<file path="src/rtl/alu_mc_if.sv">
// -----------------------------------------------------------------------------
// alu_mc_if: handshake/operand bus of the multi-cycle ALU.
//   master (controller): drives start, op, srcA, srcB; observes busy, done,
//                        result, zero.
//   slave  (alu_mc)    : the reverse.
// -----------------------------------------------------------------------------
interface alu_mc_if #(
  parameter int WIDTH = 32
);
  logic             start;
  logic [4:0]       op;
  logic [WIDTH-1:0] srcA;
  logic [WIDTH-1:0] srcB;
  logic             busy;
  logic             done;
  logic [WIDTH-1:0] result;
  logic             zero;

  modport master (output start, op, srcA, srcB, input busy, done, result, zero);
  modport slave  (input start, op, srcA, srcB, output busy, done, result, zero);
endinterface

</file>
<file path="src/rtl/alu_mc.sv">
// -----------------------------------------------------------------------------
// alu_mc: multi-cycle ALU. Base ops (add/sub/logic/compare/shift) complete in
// one cycle; RV32M-style multiply/divide iterate one bit per cycle.
//   clk   : rising-edge clock
//   rst_n : asynchronous active-low reset, aborts any op in flight
//   bus   : alu_mc_if.slave (start/op/srcA/srcB in, busy/done/result/zero out)
// Optional feature macro ALU_MULDIV_EN: when defined the mul/div datapath and
// the CALC state are built; otherwise every op[4]=1 code returns 0 at
// latency 1.
// -----------------------------------------------------------------------------
module alu_mc #(
  parameter int WIDTH = 32
) (
  input  logic    clk,
  input  logic    rst_n,
  alu_mc_if.slave bus
);
  localparam int SHW = $clog2(WIDTH);
  localparam logic [WIDTH-1:0] MOST_NEG = {1'b1, {(WIDTH-1){1'b0}}};

  typedef enum logic [1:0] {IDLE, CALC, DONE} state_e;

  state_e           state_q;
  logic             busy_q, done_q, zero_q;
  logic [WIDTH-1:0] result_q;

  assign bus.busy   = busy_q;
  assign bus.done   = done_q;
  assign bus.result = result_q;
  assign bus.zero   = zero_q;

  // ---------------- base ALU (single cycle) ----------------
  logic [SHW-1:0]   shamt;
  logic [WIDTH-1:0] base_res;
  assign shamt = bus.srcB[SHW-1:0];

  // NOTE: every variable assigned in always_comb gets a default first, so no
  // path through the block can leave it unassigned and infer a latch.
  always_comb begin
    base_res = '0;
    case (bus.op[3:0])
      4'b0000: base_res = bus.srcA + bus.srcB;
      4'b0001: base_res = bus.srcA - bus.srcB;
      4'b0010: base_res = bus.srcA & bus.srcB;
      4'b0011: base_res = bus.srcA | bus.srcB;
      4'b0101: base_res = {{(WIDTH-1){1'b0}}, $signed(bus.srcA) < $signed(bus.srcB)};
      4'b0110: base_res = {{(WIDTH-1){1'b0}}, bus.srcA < bus.srcB};
      4'b0111: base_res = bus.srcA ^ bus.srcB;
      4'b1000: base_res = bus.srcA >> shamt;
      4'b1001: base_res = $signed(bus.srcA) >>> shamt;
      4'b1010: base_res = bus.srcA << shamt;
      default: base_res = '0;
    endcase
  end

  // Fast path: everything that finishes one cycle after acceptance.
  logic             fast;
  logic [WIDTH-1:0] fast_res;
  always_comb begin
    fast     = 1'b1;
    fast_res = '0;
    if (!bus.op[4]) begin
      fast_res = base_res;
    end
`ifdef ALU_MULDIV_EN
    else if (!bus.op[3]) begin
      if (bus.op[2] && bus.srcB == '0) begin
        // Divide by zero: quotient all ones, remainder is the dividend.
        fast_res = bus.op[1] ? bus.srcA : '1;
      end else if (bus.op[2] && !bus.op[0] && bus.srcA == MOST_NEG && bus.srcB == '1) begin
        // Signed overflow: quotient wraps to MOST_NEG, remainder 0.
        fast_res = bus.op[1] ? '0 : MOST_NEG;
      end else begin
        fast = 1'b0;
      end
    end
`endif
  end

`ifdef ALU_MULDIV_EN
  // ---------------- iterative mul/div datapath ----------------
  // acc_q holds {high, low}: for multiply {partial product, multiplier},
  // for divide {partial remainder, dividend/quotient}. mag_q holds the
  // multiplicand or divisor magnitude.
  logic [2:0]         md_op_q;
  logic               neg_q, rem_neg_q;
  logic [WIDTH-1:0]   mag_q;
  logic [2*WIDTH-1:0] acc_q;
  logic [SHW-1:0]     cnt_q;

  logic             a_signed, b_signed, a_neg, b_neg;
  logic [WIDTH-1:0] a_mag, b_mag;
  assign a_signed = bus.op[2:0] inside {3'b001, 3'b010, 3'b100, 3'b110};
  assign b_signed = bus.op[2:0] inside {3'b001, 3'b100, 3'b110};
  assign a_neg    = a_signed & bus.srcA[WIDTH-1];
  assign b_neg    = b_signed & bus.srcB[WIDTH-1];
  assign a_mag    = a_neg ? -bus.srcA : bus.srcA;
  assign b_mag    = b_neg ? -bus.srcB : bus.srcB;

  logic [WIDTH:0]     mul_sum, div_shift, div_diff;
  logic [2*WIDTH-1:0] acc_d, prod;
  logic [WIDTH-1:0]   quot, rem, md_res;
  always_comb begin
    mul_sum   = {1'b0, acc_q[2*WIDTH-1:WIDTH]} + (acc_q[0] ? {1'b0, mag_q} : '0);
    div_shift = {acc_q[2*WIDTH-1:WIDTH], acc_q[WIDTH-1]};
    div_diff  = div_shift - {1'b0, mag_q};
    if (!md_op_q[2])
      acc_d = {mul_sum, acc_q[WIDTH-1:1]};                              // add then shift right
    else if (!div_diff[WIDTH])
      acc_d = {div_diff[WIDTH-1:0], acc_q[WIDTH-2:0], 1'b1};            // subtract fits
    else
      acc_d = {div_shift[WIDTH-1:0], acc_q[WIDTH-2:0], 1'b0};           // restore
    prod = neg_q ? -acc_d : acc_d;
    quot = acc_d[WIDTH-1:0];
    rem  = acc_d[2*WIDTH-1:WIDTH];
    case (md_op_q)
      3'b000:                 md_res = prod[WIDTH-1:0];
      3'b001, 3'b010, 3'b011: md_res = prod[2*WIDTH-1:WIDTH];
      3'b100, 3'b101:         md_res = neg_q ? -quot : quot;
      default:                md_res = rem_neg_q ? -rem : rem;
    endcase
  end
`endif

  // ---------------- control FSM with registered outputs ----------------
  // NOTE: sequential state uses non-blocking assignments only, so every
  // register samples pre-edge values regardless of statement order.
  always_ff @(posedge clk or negedge rst_n) begin
    if (!rst_n) begin
      state_q   <= IDLE;
      busy_q    <= 1'b0;
      done_q    <= 1'b0;
      result_q  <= '0;
      zero_q    <= 1'b1;
`ifdef ALU_MULDIV_EN
      // NOTE: datapath registers are reset too, so an aborted op leaves no
      // partial state behind.
      md_op_q   <= '0;
      neg_q     <= 1'b0;
      rem_neg_q <= 1'b0;
      mag_q     <= '0;
      acc_q     <= '0;
      cnt_q     <= '0;
`endif
    end else begin
      done_q <= 1'b0;
      case (state_q)
        IDLE: begin
          if (bus.start) begin
            busy_q <= 1'b1;
            if (fast) begin
              result_q <= fast_res;
              zero_q   <= (fast_res == '0);
              done_q   <= 1'b1;
              state_q  <= DONE;
            end
`ifdef ALU_MULDIV_EN
            else begin
              md_op_q   <= bus.op[2:0];
              neg_q     <= a_neg ^ b_neg;
              rem_neg_q <= a_neg;
              mag_q     <= bus.op[2] ? b_mag : a_mag;
              acc_q     <= {{WIDTH{1'b0}}, (bus.op[2] ? a_mag : b_mag)};
              cnt_q     <= '0;
              state_q   <= CALC;
            end
`endif
          end
        end
`ifdef ALU_MULDIV_EN
        CALC: begin
          acc_q <= acc_d;
          cnt_q <= cnt_q + 1'b1;
          if (cnt_q == SHW'(WIDTH - 1)) begin
            result_q <= md_res;
            zero_q   <= (md_res == '0);
            done_q   <= 1'b1;
            state_q  <= DONE;
          end
        end
`endif
        DONE: begin
          busy_q  <= 1'b0;
          state_q <= IDLE;
        end
        default: begin
          busy_q  <= 1'b0;
          state_q <= IDLE;
        end
      endcase
    end
  end
endmodule

</file>
<file path="src/flat_wrapper.sv">
// flat-port wrapper written by rule: the top's interface ports become plain ports
module alu_mc_flat 
#(
  parameter int WIDTH = 32
)
  (clk, rst_n, bus_start, bus_op, bus_srcA, bus_srcB, bus_busy, bus_done, bus_result, bus_zero);
  alu_mc_if #(.WIDTH(WIDTH)) bus_i ();
  input  logic clk;
  input  logic rst_n;
  input wire logic [$bits(bus_i.start)-1:0] bus_start;
  input wire logic [$bits(bus_i.op)-1:0] bus_op;
  input wire logic [$bits(bus_i.srcA)-1:0] bus_srcA;
  input wire logic [$bits(bus_i.srcB)-1:0] bus_srcB;
  output wire logic [$bits(bus_i.busy)-1:0] bus_busy;
  output wire logic [$bits(bus_i.done)-1:0] bus_done;
  output wire logic [$bits(bus_i.result)-1:0] bus_result;
  output wire logic [$bits(bus_i.zero)-1:0] bus_zero;
  assign bus_i.start = bus_start;
  assign bus_i.op = bus_op;
  assign bus_i.srcA = bus_srcA;
  assign bus_i.srcB = bus_srcB;
  assign bus_busy = bus_i.busy;
  assign bus_done = bus_i.done;
  assign bus_result = bus_i.result;
  assign bus_zero = bus_i.zero;
  alu_mc #(.WIDTH(WIDTH)) u_core (.clk(clk), .rst_n(rst_n), .bus(bus_i));
endmodule
</file>
<file path="config.mk">
export PLATFORM = sky130hd
export DESIGN_NAME = alu_mc_flat
export DESIGN_NICKNAME = d
export VERILOG_FILES = /design/src/rtl/alu_mc_if.sv /design/src/rtl/alu_mc.sv /design/src/flat_wrapper.sv
export SDC_FILE = /design/constraint.sdc
export NUM_CORES = 1
export LEC_CHECK = 0
export ABC_AREA = 1
export ABC_CLOCK_PERIOD_IN_PS = 1300
export CAP_MARGIN = 20
export CORE_MARGIN = 2
export CORE_UTILIZATION = 25
export CTS_BUF_LIST = sky130_fd_sc_hd__clkbuf_8 sky130_fd_sc_hd__clkbuf_16
export CTS_CLUSTER_DIAMETER = 200
export CTS_CLUSTER_SIZE = 14
export DETAILED_ROUTE_END_ITERATION = 8
export DONT_BUFFER_PORTS = 1
export PLACE_DENSITY_LB_ADDON = 0.2
export SYNTH_ARGS = -nofsm -noshare
export SYNTH_HDL_FRONTEND = slang
export SYNTH_SLANG_ARGS = --single-unit
</file>
<file path="constraint.sdc">
create_clock -name clk -period 1.3 [get_ports clk]
set_input_delay 0.065 -clock clk [delete_from_list [all_inputs] [get_ports clk]]
set_output_delay 0.065 -clock clk [all_outputs]
set_load 0.1 [all_outputs]
</file>
Yosys cells after proc, flatten, opt, wreduce, memory -nomap -nowiden
Cells that the tools add are included. Widths: inputs -> output; s select.

Register bits: 37. Input bits: 72. Output and inout bits: 35. Logic and storage cells: 37.

Add/subtract/negate cells: 2. Magnitude comparators: 2. Equality and inequality tests: 10. Shifts and indexed selects: 3. Mux-type cells: 8. Bitwise logic cells: 3. Reductions and logical operators: 4.

Operators by type and width (count): $pmux 32 s10 (1); $lt 32x32->1 (2); $add 32x32->32 (1); $and 32x32->32 (1); $logic_not 32->1 (1); $mux 32 (1); $or 32x32->32 (1); $shl 32x5->32 (1); $shr 32x5->32 (1); $sshr 32x5->32 (1); $sub 32x32->32 (1); $xor 32x32->32 (1); $eq 4x3->1 const B (3); $eq 4x4->1 const B (3); $eq 4x2->1 const B (2); $eq 4x1->1 const B (1); $logic_not 4->1 (1); $mux 1 (4); $mux 2 (2); $logic_not 2->1 (1); $ne 2x2->1 const B (1); $reduce_and 2->1 (1).

Depth between registers and ports, before layout
Gate-level depths: netlist of run 1.

Depth after elaboration: 4. Gate-level depth with buffers: 26.

Least setup slack after synthesis of run 1
No wires, ideal clock.

Path type: input port to flip-flop. Start point: in bus_srcB[3]. End point: reg u_core.zero_q, in the netlist u_core.bus.zero. Library setup time: 0.061 ns. Data arrival time: 2.348 ns. Required time: 1.239 ns. Setup slack: -1.109 ns. Stages: 25. Buffers on the path: 4. Cells stage by stage: buf_2 > inv_2 > buf_2 > buf_2 > ha_1 > buf_2 > nor2_1 > nand2_1 > inv_1 > nand3_1 > nand2_1 > nand2_1 > nand2_1 > nand2_1 > nand2_1 > nand2_1 > nand3_1 > nand3_1 > nand2_1 > nand2_1 > nor2_1 > nand2_1 > nor2_1 > nand3_1 > nand2_1.

Longest elaborated chain between the ends: 4.

RTL lines: start: declaration (RTL line flat_wrapper.sv:13) `input wire logic [$bits(bus_i.srcB)-1:0] bus_srcB;`; $sub 32x32->32, or another cell as far along (RTL line alu_mc.sv:43) `4'b0001: base_res = bus.srcA - bus.srcB;`; $pmux 32 s10 (*) (RTL line alu_mc.sv:41) `case (bus.op[3:0])`; $mux 32 (*) (RTL line alu_mc.sv:62) `if (!bus.op[4]) begin`; $logic_not 32->1 (*) (RTL line alu_mc.sv:153) `zero_q <= (fast_res == '0);`; end signal: assignment (RTL line alu_mc.sv:153); end: declaration (RTL line alu_mc.sv:24) `logic busy_q, done_q, zero_q;`.

Mark *: on every way between the ends. The rest lies on a longest branch, timed or not. A chain may end at the register's enable or synchronous reset.

Worst setup path in the final report of run 1
Start point: in bus_srcA[0]. End point: reg u_core.zero_q, in the netlist u_core.bus.zero.

Longest elaborated chain between the ends: 4.

RTL lines: start: declaration (RTL line flat_wrapper.sv:12) `input wire logic [$bits(bus_i.srcA)-1:0] bus_srcA;`; $sub 32x32->32, or another cell as far along (RTL line alu_mc.sv:43); $pmux 32 s10 (*) (RTL line alu_mc.sv:41); $mux 32 (*) (RTL line alu_mc.sv:62); $logic_not 32->1 (*) (RTL line alu_mc.sv:153).

Marks and branches as above.

==> impl_metrics.tcl, run 1 <==
set metrics [dict create \
    slew_headroom_pct 69.5 \
    cts_buffer_depth 2 \
    die_area_um2 49000 \
    die_y_um 221 \
    r2r_cells 4 \
    worst_clock_skew_ns 0.00478 \
    yosysTopAreaCell "nand2_1" \
    netlist_instances 2367 \
    rrSetupSlack_ns 0.13 \
    crit_type "in -> reg" \
    ys_seq_area_share_pct 7.43 \
    yosys_warnings 0 \
    min_period_ns 2.04 \
    crit_path_end_kind "register" \
    status "finished, violations left" \
    r2r_start "u_core.state_q[1]$_DFFE_PN0P_" \
    numClockSinks 35 \
    synth.net_count 2538 \
    tightest_slew_ns 0.454 \
    nets 3000 \
    dp_hpwl_um 57700 \
    viasPerCell 4.98 \
    clk_latency_ns 0.28 \
    routed_wl_um 68900 \
    ys_ff_latch 35 \
    power.total_uw 10600 \
    ios 107 \
    grt_max_degree 69 \
    num_rows 79 \
    cts_buffers 5 \
    maxCapViolCount 0 \
    antenna_cells 0 \
    leakage_uw 0.0102 \
    design.core.area_um2 46600 \
    clk_pin_slew_ns 0.05 \
    finalWorstSetupSlack_ns -0.737 \
    syn-mean-instance-area_um2 4.99 \
    grtUsageTotal_pct 27.0 \
    ir_drop_mv 0.699 \
    max_freq_mhz 491 \
    slew_violations 0 \
    post_drt_wl_per_cell_um 20.1 \
    finalHoldViolations 0 \
    r2r-end "u_core.bus.result[12]$_DFFE_PN0P_" \
    powerDensity_nw_per_um2 564 \
    overflow 0 \
    worst-path-max-fanout 3 \
    yosysMostFrequentCell "nand2_1" \
    io_buffers 0 \
    hold_depth 2 \
    drt_iter0_markers 1277 \
    synth_area_um2 11800 \
    cts_max_level 2 \
    synth.distinct_cells 45 \
    area_growth_pct 58.9 \
    cts_tree "done" \
    initial_core_util_pct 25.4 \
    whs_endpoint "u_core.state_q[1]$_DFFE_PN0P_" \
    synth_edf_count 0 \
    cp.arrival_ns 2.26 \
    place_congestion 1.02 \
    grt_pass1_vias 16800 \
    synth_top_area_share_pct 28.7 \
    ant_nets 0 \
    timing.hold.ws_ns 0.0388 \
    cp-start-kind "input port" \
    layout_worst_path_cycle_share_pct 157 \
    setup_viol 33 \
    min_from "bus_start" \
    antenna_found_initial 1 \
    die_w_um 221 \
    via_count 17100 \
    ys_top_cells_by_area "nand2_1 29%, nand3_1 16%, inv_1 11%" \
    fin_util_pct 40.3 \
    drive_above_1_share_pct 36.5 \
    cts_root_buf "clkbuf_16" \
    drtPass1Iterations 6 \
    synth_ff_type "dfrtp_1" \
    ys_async_sr_fraction_pct 100 \
    required_ns 1.52 \
    rsz0062_at_grt "true" \
    violations "setup timing" \
    min_path_type "in -> reg" \
    synthTopCellsByCount "902 x nand2_1, 385 x nand3_1, 337 x inv_1" \
    drc_errors 0 \
    grt_pass1_wl_um 101000 \
]
-- kinds of logic (layout without fill, tap and decap cells) --
family	Yosys count	after routing	synth area share [%]
flops	35	35	7.43
xor+xnor	2	2	0.148
fa+ha+maj	99	99	10.6
compound gates	221	221	10.3
buf+inv	452	915	15.6
simple gates	1558	1558	55.8
-- registers in the layout (all words and copies together), names as in the netlist --
name and flops:
u_core.state_q 1, u_core.bus.done 1, u_core.bus.zero 1, u_core.bus.result 32
-- power breakdown --
part | switching [uW] | internal (uW)
sequential | 61.9 | 1200
clock | 438 | 692
combinational | 4970 | 3210
total | 5470 | 5100
-- layer usage --
layer	GRT usage (%)	vias up	wire, um
li1	-	8419	-
met5	0	-	0
met2	47.9	493	33100
met1	34.5	8095	29400
met4	7.97	0	2970
met3	2.32	111	3500
-- timing repair --
item,4_1_cts,5_1_grt
endpoints found under the hold margin,35,0
gates cloned,0,1
buffers inserted,20,26
pin swaps,63,118
hold buffers,2,0
endpoints found under the setup margin,33,33
resized for setup,275,293
-- cell type report --
type,count,area [um2]
tap,607,759
multi-input combinational,1880,11000
timing repair buffer,553,4520
fill,5181,27800
inverter,354,1420
sequential,35,881
clock inverter,3,12.5
clock buffer,5,125
-- worst max-delay path, cell delays in order --
cell	delay, ns
inv_8	0.03
ha_4	0.13
inv_4	0.03
fa_2	0.36
buf_4	0.17
or2_4	0.22
nand3_2	0.08
o2111ai_2	0.13
a21oi_1	0.16
buf_4	0.15
nand2_1	0.05
nand2_1	0.11
nand2_2	0.08
nor2_1	0.10
nand2_1	0.07
nor2_2	0.14
nand3_2	0.10
nand2_2	0.06
-- how the worst max path moves through the flow --
stage | from | depth (start not counted) | end | slack [ns]
after floorplan | bus_srcB[3] | 26 | u_core.bus.zero$_DFFE_PN1P_ | -0.78
after detailed placement | bus_srcB[6] | 21 | u_core.bus.zero$_DFFE_PN1P_ | -1.67
final | bus_srcA[0] | 18 | u_core.bus.zero$_DFFE_PN1P_ | -0.74
after global routing | bus_srcA[3] | 21 | u_core.bus.zero$_DFFE_PN1P_ | -0.88
after global placement | bus_srcB[6] | 21 | u_core.bus.zero$_DFFE_PN1P_ | -1.73
after CTS | bus_srcB[0] | 22 | u_core.bus.zero$_DFFE_PN1P_ | -0.77
-- cell usage in the layout, fill, tap and decap left out, drive strengths merged, types with 2 or more instances in the layout --
cell type  synthesis  final
o221ai             3      3
o2111ai            2      2
clkinvlp           0      4
nand3b             5      5
buf               74    551
or2                5      5
a21oi             76     76
nor3              27     27
ha                97     97
xor2               2      2
dfrtp             34     34
and2               6      6
clkbuf            24      6
nand2            924    924
o22ai             16     16
fa                 2      2
o211ai            13     13
nand3            388    388
o21ai             97     97
o21bai             6      6
inv              351    349
nand4             25     25
nor2             178    178
a31oi              3      3
clkinv             3      4
-- stage by stage --
step                      cell area (um2)  setup slack, ns  TNS (ns)  instances
after floorplan                     12100           -0.785    -14.92       2367
after global placement              16200            -1.73    -34.23       3386
after detailed placement            16200            -1.67    -34.11       3386
after CTS                           17600           -0.768    -14.80       3414
after global routing                18800           -0.878    -18.17       3437
final                               18800           -0.737    -15.02       3437
No activity file was read; power rests on OpenSTA's default activity.
==> inputs of run 2 (changes only) <==
--- a/config.mk
+++ b/config.mk
@@ -5,7 +5,6 @@
 export SDC_FILE = /design/constraint.sdc
 export NUM_CORES = 1
 export LEC_CHECK = 0
-export ABC_AREA = 1
 export ABC_CLOCK_PERIOD_IN_PS = 1300
 export CAP_MARGIN = 20
 export CORE_MARGIN = 2
==> impl_metrics.tcl, run 2 <==
set metrics [dict create \
    slowest_delay_ns 0.62 \
    slew_headroom_pct 38.8 \
    post_drt_wl_per_cell_um 24.9 \
    ys_top_cells_by_area "ha_1 11%, mux4_2 9.0%, dfrtp_1 7.4%" \
    syn-mean-instance-area_um2 7.22 \
    synth_fa_ha_area_share_pct 10.9 \
    yosysMostFrequentCell "nor2_1" \
    clk_pin_slew_ns 0.06 \
    dp_hpwl_um 55000 \
    synth_edf_count 0 \
    ir_drop_mv 1.18 \
    cpMostUsedCell "nand4_1" \
    status "finished, violations left" \
    drtPass1Iterations 5 \
    worst_clock_skew_ns 0.00675 \
    synth.net_count 1758 \
    synthTopCellsByCount "147 x nor2_1, 140 x a21oi_1, 139 x nand2_1" \
    required_ns 1.50 \
    cts_buffer_depth 2 \
    setup_viol 33 \
    synth-xor-area-share_pct 0.841 \
    dpl_worst_slack_ns -2.10 \
    cp.arrival_ns 3.08 \
    cts_tree "done" \
    synth_top_family_by_area "compound AO/OA/AOI/OAI gates" \
    tns_ns -28.83 \
    synth_area_um2 11500 \
    ys_async_sr_fraction_pct 100 \
    violations "setup timing" \
    via_count 15600 \
    crit_family "simple AND/OR/NAND/NOR gates" \
    die_area_um2 47600 \
    synth_ff_type "dfrtp_1" \
    ys_seq_area_share_pct 7.65 \
    cts_buffers 5 \
    cp-start-kind "input port" \
    area_growth_pct 70.8 \
    yosys_warnings 0 \
    final_common_cell "buf_4" \
    place_congestion 1.04 \
    synth-compound-area-share_pct 32.5 \
    min_period_ns 2.88 \
    drt_iter0_markers 1351 \
    grtUsageTotal_pct 28.0 \
    leakage_uw 0.00838 \
    ant_nets 0 \
    finalWorstSetupSlack_ns -1.58 \
    die_y_um 218 \
    largest_reg_flops 32 \
    viasPerCell 5.66 \
    cts_max_level 2 \
    final_cell_mix "620 x buf_4, 131 x nand2_1, 130 x nor2_1" \
    crit_buf_inv 1 \
    drc_errors 0 \
    grt_pass1_wl_um 101000 \
    tightest_slew_ns 0.912 \
    grt_pass1_vias 15600 \
    critPathSlowestCell "mux4_2" \
    yosys-mux-area-fraction_pct 18.3 \
    ios 107 \
    maxCapViolCount 0 \
    max_freq_mhz 347 \
    ys_ff_latch 35 \
    finalHoldViolations 0 \
    slew_violations 0 \
    die_w_um 218 \
    yosysTopAreaCell "ha_1" \
    min_path_type "in -> reg" \
    crit_path_end_kind "register" \
    netlist_instances 1587 \
    synth_top_area_share_pct 10.6 \
    worst-path-max-fanout 102 \
    overflow 0 \
    routed_wl_um 68600 \
    rsz0062_at_grt "true" \
    crit_type "in -> reg" \
    numClockSinks 35 \
    drive_above_1_share_pct 51.6 \
    antenna_found_initial 0 \
    synthSimpleGateAreaFrac_pct 21.0 \
    design.core.area_um2 45300 \
    io_buffers 0 \
    powerDensity_nw_per_um2 572 \
    num_rows 78 \
    initial_core_util_pct 25.3 \
    clk_latency_ns 0.28 \
    antenna_cells 0 \
    layout_worst_path_cycle_share_pct 221 \
    synth.distinct_cells 100 \
    path_cells "mux4_2 -> a21oi_2 -> nor2_1 -> o211ai_1 -> nand4_1 -> nor3_2 -> nand4_1 -> nor4b_2 -> buf_4 -> nand4b_1 -> a21bo_1 -> o31ai_2" \
    cts_root_buf "clkbuf_16" \
    nets 2322 \
    grt_max_degree 103 \
]
[run 2: final timing paths]
kind                                                      to  cells past startpoint                               from  slack, ns
max                              u_core.bus.zero$_DFFE_PN1P_                     12                        bus_srcB[0]      -1.58
min                            u_core.state_q[1]$_DFFE_PN0P_                      3                          bus_start       0.15
max reg2reg                      u_core.bus.zero$_DFFE_PN1P_                      7      u_core.state_q[1]$_DFFE_PN0P_      -0.44
min reg2reg                u_core.bus.result[16]$_DFFE_PN0P_                      2  u_core.bus.result[16]$_DFFE_PN0P_       0.48
max in group asynchronous        u_core.bus.zero$_DFFE_PN1P_                      2                              rst_n       0.81
min in group asynchronous  u_core.bus.result[10]$_DFFE_PN0P_                      2                              rst_n       0.25
[run 2: area by class of cell]
class                   instances  area [um2]
clock buffers                   5         125
well taps                     600         751
multi-input cells            1314       11700
flip-flops and latches         35         881
inverters                     109         510
repair buffers                686        5510
fillers                      4678       25700
clock inverters                 3        43.8
[run 2: cell families (layout without fill, tap and decap cells)]
family / count (synthesis) / count (layout)
buffers and inverters: 238 / 803
muxes: 147 / 147
xor gates and xnor gates: 11 / 11
DFF: 35 / 35
and+or+nand+nor: 499 / 499
adders and majority gates: 99 / 99
AOI/OAI and AO/OA: 558 / 558
[run 2: timing repair]
item | CTS | global route
hold endpoints to repair | 35 | 0
hold buffers | 2 | 0
resized for setup | 333 | 168
endpoints found under the setup margin | 34 | 34
buffers inserted | 59 | 39
pin swaps | 121 | 112
cloned | 0 | 0
[run 2: per-layer routing]
metal  global-route usage [%]  part of all wire [%]
met2                     46.6                    47
met3                     2.28                   5.5
met5                        0                     0
met4                     10.2                   4.0
met1                     37.7                    44
[run 2: power by group]
group          total [uW]  leakage, uW  internal, uW  switching (uW)
Combinational        8590      0.00782          3930            4660
Sequential           1250     0.000469          1200            55.4
Clock                1350    0.0000838           902             443
[run 2: worst reg2reg max path: stages, from the launching register on]
cell and delay (ns):
dfrtp_4 0.47, nand2b_4 0.17, nor4b_2 0.26, nand4_1 0.12, nor3_1 0.20, buf_4 0.15
nand4_1 0.10, o31ai_2 0.19
[run 2: through the flow]
| step | cells | power, uW | utilization (%) | instance area (um2) | hold slack (ns) |
|---|---|---|---|---|---|
| after floorplan | 1587 | 5350 | - | 11900 | -0.231 |
| after global placement | 2678 | 8350 | 36.9 | 16700 | -0.230 |
| after detailed placement | 2678 | 8370 | 36.9 | 16700 | -0.230 |
| after CTS | 2734 | 10600 | 41.4 | 18700 | 0.156 |
| after global routing | 2752 | 11700 | 43.2 | 19600 | 0.172 |
| final | 2752 | 11200 | 43.2 | 19600 | 0.145 |
